## src/rtl/div_pkg.sv

```systemverilog
// Shared types and widths for the sequential restoring divider.
package div_pkg;

  localparam int unsigned DIV_WIDTH  = 8;
  localparam int unsigned ITER_CNT_W = $clog2(DIV_WIDTH);

  typedef enum logic [1:0] {
    IDLE = 2'd0,
    ITER = 2'd1,
    HOLD = 2'd2
  } div_state_t;

endpackage

```

## src/rtl/div_sub9.sv

```systemverilog
// Combinational (WIDTH+1)-bit trial subtractor: difference plus sign of a - b.
module div_sub9 import div_pkg::*; #(
  parameter int unsigned W = DIV_WIDTH + 1
) (
  input  logic [W-1:0] i_a,
  input  logic [W-1:0] i_b,
  output logic [W-1:0] o_diff_c,
  output logic         o_neg_c
);

  always_comb begin
    o_diff_c = i_a - i_b;
    o_neg_c  = o_diff_c[W-1];
  end

endmodule

```

## src/rtl/seq_divider_8.sv

```systemverilog
// 8-bit unsigned restoring divider: divisor held from switches, one quotient bit per clock.
module seq_divider_8 import div_pkg::*; (
  input  logic                 Clk,
  input  logic                 Reset,
  input  logic [DIV_WIDTH-1:0] SW_i,
  input  logic                 LoadB_i,
  input  logic                 Run_i,
  output logic [DIV_WIDTH-1:0] Divisor_o,
  output logic [DIV_WIDTH-1:0] Quot_o,
  output logic [DIV_WIDTH-1:0] Rem_o,
  output logic                 Busy_o,
  output logic                 Done_o,
  output logic                 DivZero_o
);

  localparam int unsigned WIDTH = DIV_WIDTH;

  div_state_t            r_state;
  div_state_t            w_state_nxt;
  logic [WIDTH-1:0]      r_b;
  logic [WIDTH-1:0]      w_b_nxt;
  logic [WIDTH-1:0]      r_q;
  logic [WIDTH-1:0]      w_q_nxt;
  // Partial remainder stays below the divisor, so its ninth bit is always zero
  // and only the low WIDTH bits are kept.
  logic [WIDTH-1:0]      r_r;
  logic [WIDTH-1:0]      w_r_nxt;
  logic [ITER_CNT_W-1:0] r_cnt;
  logic [ITER_CNT_W-1:0] w_cnt_nxt;
  logic                  r_dz;
  logic                  w_dz_nxt;
  logic                  r_busy;
  logic                  r_done;

  logic [WIDTH:0]        w_rs;
  logic [WIDTH:0]        w_trial;
  logic                  w_neg;

  // Shifted remainder brings in the next dividend bit.
  assign w_rs = {r_r, r_q[WIDTH-1]};

  div_sub9 #(.W(WIDTH + 1)) u_sub (
    .i_a      (w_rs),
    .i_b      ({1'b0, r_b}),
    .o_diff_c (w_trial),
    .o_neg_c  (w_neg)
  );

  always_ff @(posedge Clk or posedge Reset) begin
    if (Reset) begin
      r_state <= IDLE;
      r_b     <= '0;
      r_q     <= '0;
      r_r     <= '0;
      r_cnt   <= '0;
      r_dz    <= 1'b0;
      r_busy  <= 1'b0;
      r_done  <= 1'b0;
    end else begin
      r_state <= w_state_nxt;
      r_b     <= w_b_nxt;
      r_q     <= w_q_nxt;
      r_r     <= w_r_nxt;
      r_cnt   <= w_cnt_nxt;
      r_dz    <= w_dz_nxt;
      r_busy  <= (w_state_nxt == ITER);
      r_done  <= (w_state_nxt == HOLD);
    end
  end

  always_comb begin
    w_state_nxt = r_state;
    w_b_nxt     = r_b;
    w_q_nxt     = r_q;
    w_r_nxt     = r_r;
    w_cnt_nxt   = r_cnt;
    w_dz_nxt    = r_dz;
    case (r_state)
      IDLE: begin
        // Run takes priority over a simultaneous divisor load.
        if (Run_i) begin
          w_q_nxt     = SW_i;
          w_r_nxt     = '0;
          w_cnt_nxt   = '0;
          w_dz_nxt    = (r_b == '0);
          w_state_nxt = ITER;
        end else if (LoadB_i) begin
          w_b_nxt = SW_i;
        end
      end
      ITER: begin
        if (!w_neg) begin
          w_r_nxt = w_trial[WIDTH-1:0];
          w_q_nxt = {r_q[WIDTH-2:0], 1'b1};
        end else begin
          w_r_nxt = w_rs[WIDTH-1:0];
          w_q_nxt = {r_q[WIDTH-2:0], 1'b0};
        end
        w_cnt_nxt = r_cnt + ITER_CNT_W'(1);
        if (r_cnt == ITER_CNT_W'(WIDTH - 1)) begin
          w_state_nxt = HOLD;
        end
      end
      HOLD: begin
        if (!Run_i) begin
          w_state_nxt = IDLE;
        end
      end
      default: w_state_nxt = IDLE;
    endcase
  end

  assign Divisor_o = r_b;
  assign Quot_o    = r_q;
  assign Rem_o     = r_r;
  assign Busy_o    = r_busy;
  assign Done_o    = r_done;
  assign DivZero_o = r_dz;

endmodule

```

## config.mk

```make
export PLATFORM = sky130hd
export DESIGN_NAME = seq_divider_8
export DESIGN_NICKNAME = d
export VERILOG_FILES = /design/src/rtl/div_pkg.sv /design/src/rtl/div_sub9.sv /design/src/rtl/seq_divider_8.sv
export SDC_FILE = /design/constraint.sdc
export NUM_CORES = 1
export LEC_CHECK = 0
export BUFFER_PORTS_ARGS = -buffer_cell sky130_fd_sc_hd__clkbuf_2
export CAP_MARGIN = 20
export CORE_UTILIZATION = 25
export CTS_BUF_LIST = sky130_fd_sc_hd__clkbuf_4 sky130_fd_sc_hd__clkbuf_8
export DETAILED_ROUTE_END_ITERATION = 12
export PLACE_DENSITY_LB_ADDON = 0.25
export SYNTH_ARGS = -nofsm -noshare
export SYNTH_HDL_FRONTEND = slang
export SYNTH_SLANG_ARGS = --single-unit
```

## constraint.sdc

```tcl
create_clock -name Clk -period 2.6 [get_ports Clk]
set_input_delay 0.65 -clock Clk [delete_from_list [all_inputs] [get_ports Clk]]
set_output_delay 0.65 -clock Clk [all_outputs]
set_load 0.1 [all_outputs]
```

==> results of run 1 <==
## how the worst min path moves through the flow
stage	startpoint	endpoint	slack, ns	cells after the start
finish	Reset	Quot_o[7]	0.43	3
detailed placement	r_cnt[1]	r_cnt[1]	0.50	1
global route	Reset	Quot_o[6]	0.48	3
CTS	Reset	Quot_o[6]	0.45	3
floorplan	r_cnt[0]	r_cnt[0]	0.47	1
global placement	r_cnt[1]	r_cnt[1]	0.49	1
## cells in the mapped netlist (2+ instances only)
library cell | n | area share [%]
and3_1 | 2 | 0.60
clkbuf_1 | 7 | 1.3
mux2i_1 | 7 | 3.4
o21ai_0 | 22 | 5.3
nor4_1 | 3 | 0.90
nand4b_1 | 3 | 1.3
o22ai_1 | 2 | 0.60
nor2b_1 | 8 | 2.4
mux2_2 | 3 | 1.6
xnor2_1 | 2 | 0.84
a211o_1 | 2 | 0.84
nand4_1 | 8 | 2.4
a22o_1 | 2 | 0.84
dfrtp_1 | 32 | 39
nor2_1 | 11 | 2.0
a22oi_1 | 4 | 1.4
nand2b_1 | 2 | 0.60
nand2_1 | 26 | 4.7
inv_1 | 15 | 2.7
nand3_1 | 8 | 1.9
ha_1 | 10 | 6.0
a221o_1 | 2 | 0.96
buf_4 | 2 | 0.72
o2111ai_1 | 2 | 0.84
buf_2 | 3 | 0.72
a21oi_1 | 10 | 2.4
nor3_1 | 7 | 1.7
## worst max-delay path, delay by kind of cell, from the launching register on
family                   cells  cell delay [ns]
buffers and inverters        3             0.28
adder cells (fa/ha/maj)      2             0.55
flip-flops                   1             0.50
AO/OA/AOI/OAI                4             0.96
XOR/XNOR                     1             0.07
## sequential cells by signal, indices dropped and copies added (netlist names)
register,cells
r_cnt,3
Divisor_o,8
Rem_o,8
Done_o,1
r_state,2
Busy_o,1
Quot_o,8
DivZero_o,1
## metal layers
metal / part of all wire [%] / global-route usage (%) / up-vias
li1: - / - / 940
met1: 47 / 18.8 / 921
met2: 48 / 23.5 / 45
met4: 1.1 / 4.23 / 0
met5: 0 / 0 / -
met3: 4.1 / 2.76 / 8
## timing repair
item / in CTS / in global routing
setup endpoints to repair: 0 / 4
hold buffers: 0 / 0
gates resized for setup: 0 / 5
setup buffers: 0 / 3
## metrics by stage
step	cells	cell area (um2)	setup TNS, ns	utilization (%)	hold WS (ns)
6_report	380	2600	0	33.0	0.433
2_1_floorplan	231	2100	0	-	0.467
5_1_grt	380	2600	-0.00526	33.0	0.484
3_3_place_gp	369	2450	0	31.1	0.495
4_1_cts	377	2560	0	32.5	0.448
3_5_place_dp	369	2450	0	31.1	0.499
## cell type report
cell class              count  area, um2
fillers                   849       5280
well taps                 102        128
flip-flops and latches     32        823
multi-input cells         172       1180
repair buffers             51        308
clock inverters             2       35.0
inverters                  15       56.3
clock buffers               6       76.3
## logic make-up after synthesis
| logic type | synth area share [%] |
|---|---|
| xor gates and xnor gates | 0.844 |
| buffers and inverters | 5.42 |
| muxes | 5.00 |
| and+or+nand+nor | 21.2 |
| adders and majority gates | 6.99 |
| DFF | 38.6 |
| AOI/OAI and AO/OA | 22.0 |
==> results_dict.tcl, run 1 <==
set metrics [dict create \
    hold_viol_final 0 \
    vias 1914 \
    cp-end-kind "flop" \
    chipWidth_um 93.1 \
    routed_wl_um 5770 \
    ys_warn_count 0 \
    dp_hpwl_um 4360 \
    fmax_mhz 403 \
    avgSynthCellArea_um2 8.99 \
    die_h_um 93.1 \
    coreArea_um2 7890 \
    timing.reg2reg.setup_slack_ns 0.12 \
    drive_above_1_share_pct 30.2 \
    netlist_area_um2 2080 \
    cp.arrival_ns 2.66 \
    slowest_delay_ns 0.50 \
    hold_path_class "primary input to asynchronous set/reset pin" \
    worstSkewPairLatency_ns 0.29 \
    layout_setup_ws_ns 0.119 \
    antenna_found_initial 0 \
    wire_per_inst_um 15.2 \
    final_cell_mix "38 x clkbuf_2, 26 x nand2_1, 22 x o21ai_0" \
    drtPass1Iterations 4 \
    ios 39 \
    critPathRequiredTime_ns 2.78 \
    crit_path_frequent_cell "inv_1" \
    antenna-diode-count 0 \
    crit_chain "inv_1 -> ha_2 -> inv_1 -> fa_2 -> a211oi_4 -> o21ai_2 -> a21oi_4 -> buf_4 -> xnor2_1 -> a221o_1" \
    rr_endpoint "Rem_o[7]" \
    ys.flop_type "dfrtp_1" \
    worst-setup-path-type "flop to flop" \
    drtAntennaViolNets 0 \
    fin_skew_ns 0.00965 \
    syn_inst 231 \
    slowest_stage "dfrtp_4" \
    mostFrequentLayoutCell "clkbuf_2" \
    synth-edff-count 0 \
    grt_max_degree 33 \
    async_reset_ff_share_pct 100 \
    dieArea_um2 8670 \
    drc_errors 0 \
    crit_fanout 5 \
    clk_pin_slew_ns 0.08 \
    slew_headroom_pct 63.0 \
    ys_types 53 \
    vias_per_cell 5.04 \
    cts_tree "built" \
    grtUsageTotal_pct 14.3 \
    drv_cap 0 \
    grt_pass1_wl_um 9650 \
    syn_nets 254 \
    clockBufferDepth 2 \
    rr_worst_depth 10 \
    worstMarginPinSlew_ns 0.557 \
    areaGrowthSynthToFinish_pct 25.4 \
    port_buffers 38 \
    numCtsBuffers 5 \
    gp_congestion 0.796 \
    cp-startpoint "Quot_o[7]" \
    yosysSeqAreaShare_pct 38.6 \
    fin_crit_sh_pct 95.4 \
    worstSetupEndpoint "Rem_o[7]" \
    yosys_register_bits 32 \
    setup_viol 0 \
    min_period_ns 2.48 \
    cts_sinks 32 \
    r2r-start "Quot_o[7]" \
    root_buffer "clkbuf_8" \
    rows 32 \
    slew_violations 0 \
    initialDrtViolationCount 69 \
    status "finished clean" \
    htree_levels 2 \
    first_global_vias 1887 \
    dp_slack_ns 0.119 \
    finalNetCount 300 \
    overflow 0 \
    start_util_pct 26.3 \
    crit_path_start_kind "flop" \
]
Power of run 1 is not shown: default switching activity piles up to over one toggle a cycle in this logic, so the estimate is an artifact.
==> run 2: changes to the inputs <==
==> constraint.sdc (replaced) <==
create_clock -name Clk -period 3.14 [get_ports Clk]
set_input_delay 0.785 -clock Clk [delete_from_list [all_inputs] [get_ports Clk]]
set_output_delay 0.785 -clock Clk [all_outputs]
set_load 0.1 [all_outputs]
==> run 2 against run 1 <==
Compared with the run above:
- worst hold slack better by 0.071 ns
- via count down 1.4%
- critical path type unchanged
- die area unchanged
- sequential share of layout area up 0.65 points
- cell count down 2.1%
- register-to-register slack better by 0.32 ns
- design area down 4.7%
- global-route usage up 0.46 points
==> results_dict.tcl, run 2 (same netlist as run 1, synthesis figures left out) <==
set metrics [dict create \
    finalSetupTns_ns 0 \
    dp_hpwl_um 4410 \
    fin_skew_ns 0.00929 \
    areaGrowthSynthToFinish_pct 19.5 \
    coreArea_um2 7890 \
    drc_errors 0 \
    numCtsBuffers 5 \
    slowest_stage "dfrtp_1" \
    cts-resized-gates 0 \
    chipWidth_um 93.1 \
    critPathRequiredTime_ns 3.32 \
    htree_levels 2 \
    post-cts-setup-buffers 0 \
    crit_path_start_kind "flop" \
    antenna_found_initial 0 \
    gp_congestion 0.809 \
    start_util_pct 26.3 \
    fill_cells 838 \
    status "finished clean" \
    drtPass1Iterations 4 \
    vias 1887 \
    drtAntennaViolNets 0 \
    final_area_um2 2480 \
    clockBufferDepth 2 \
    cpLargestDelayFamily "compound AO/OA/AOI/OAI gates" \
    seq_area_um2 801 \
    fin_crit_sh_pct 86.0 \
    clk_pin_slew_ns 0.07 \
    first_global_vias 1854 \
    hold_buffers 0 \
    cp-startpoint "Quot_o[7]" \
    grtUsageTotal_pct 14.7 \
    cp-end-kind "flop" \
    antenna-diode-count 0 \
    root_buffer "clkbuf_8" \
    initialDrtViolationCount 113 \
    slew_headroom_pct 55.6 \
    fmax_mhz 370 \
    wire_per_inst_um 15.7 \
    holdWs_ns 0.504 \
    multi_input_area_um2 1160 \
    port_buffers 38 \
    worstMarginPinSlew_ns 0.665 \
    drive_above_1_share_pct 23.0 \
    ios 39 \
    placed_area_um2 2380 \
    setup_viol 0 \
    r2r-start "Quot_o[7]" \
    slowest_delay_ns 0.42 \
    rsz0062_at_grt "no" \
    rows 32 \
    mostFrequentLayoutCell "clkbuf_2" \
    crit_buf_inv 3 \
    slew_violations 0 \
    cts_tree "built" \
    finalNetCount 293 \
    routed_wl_um 5840 \
    drv_cap 0 \
    hold_viol_final 0 \
    worst-setup-path-type "flop to flop" \
    grt_pass1_wl_um 9810 \
    min_period_ns 2.70 \
    crit_chain "inv_1 -> ha_1 -> inv_1 -> fa_1 -> a211oi_2 -> o21ai_2 -> a21oi_4 -> buf_4 -> xnor2_1 -> a221o_1" \
    vias_per_cell 5.07 \
    cp.arrival_ns 2.88 \
    hold_path_class "flop to flop" \
    crit_path_frequent_cell "inv_1" \
    grt_max_degree 18 \
    worstSkewPairLatency_ns 0.29 \
    crit_fanout 13 \
    cts_sinks 32 \
    die_h_um 93.1 \
    dieArea_um2 8670 \
    final_cell_mix "38 x clkbuf_2, 32 x dfrtp_1, 26 x nand2_1" \
    overflow 0 \
    min-delay-start "r_cnt[0]" \
]
-- run 2: cell count changes in the layout (fill, tap and decap cells not counted), moves of 2 or more --
| cell | delta |
|---|---|
| buf_4 | -4 |
| buf_6 | -2 |
| dfrtp_2 | -9 |
| dfrtp_4 | -3 |
| dfrtp_1 | +12 |
| clkbuf_8 | +2 |
-- run 2: metrics by stage --
| stage | utilization (%) | std cells | setup WS (ns) |
|---|---|---|---|
| after global placement | 30.2 | 365 | 0.499 |
| after CTS | 31.5 | 372 | 0.417 |
| after global routing | 31.5 | 372 | 0.261 |
| final | 31.5 | 372 | 0.439 |
| after floorplan | - | 231 | 0.116 |
| after detailed placement | 30.2 | 365 | 0.409 |
-- run 2: area by class of cell --
type / count / share of cell area, %
sequential: 32 / 32.3
tap: 102 / 5.14
timing repair buffer: 44 / 9.48
inverter: 15 / 2.27
clock buffer: 7 / 3.88
multi-input combinational: 172 / 46.9
-- run 2: routing by layer --
metal | up-vias | track usage, % | share of wire, %
li1 | 921 | - | -
met1 | 915 | 19.7 | 48
met2 | 45 | 23.8 | 46
met3 | 6 | 3.33 | 4.7
met4 | 0 | 3.85 | 1.2
met5 | - | 0 | 0
-- run 2: final timing paths --
path | end | slack [ns] | cells after the start
worst max-delay path | Rem_o[7] | 0.44 | 10
worst min-delay path | r_cnt[0] | 0.50 | 1
worst max register to register | Rem_o[7] | 0.44 | 10
worst min register to register | r_cnt[0] | 0.50 | 1
max in group asynchronous | Rem_o[3] | 1.88 | 3
min in group asynchronous | DivZero_o | 0.56 | 2
Power of run 2 is left out for the same reason.
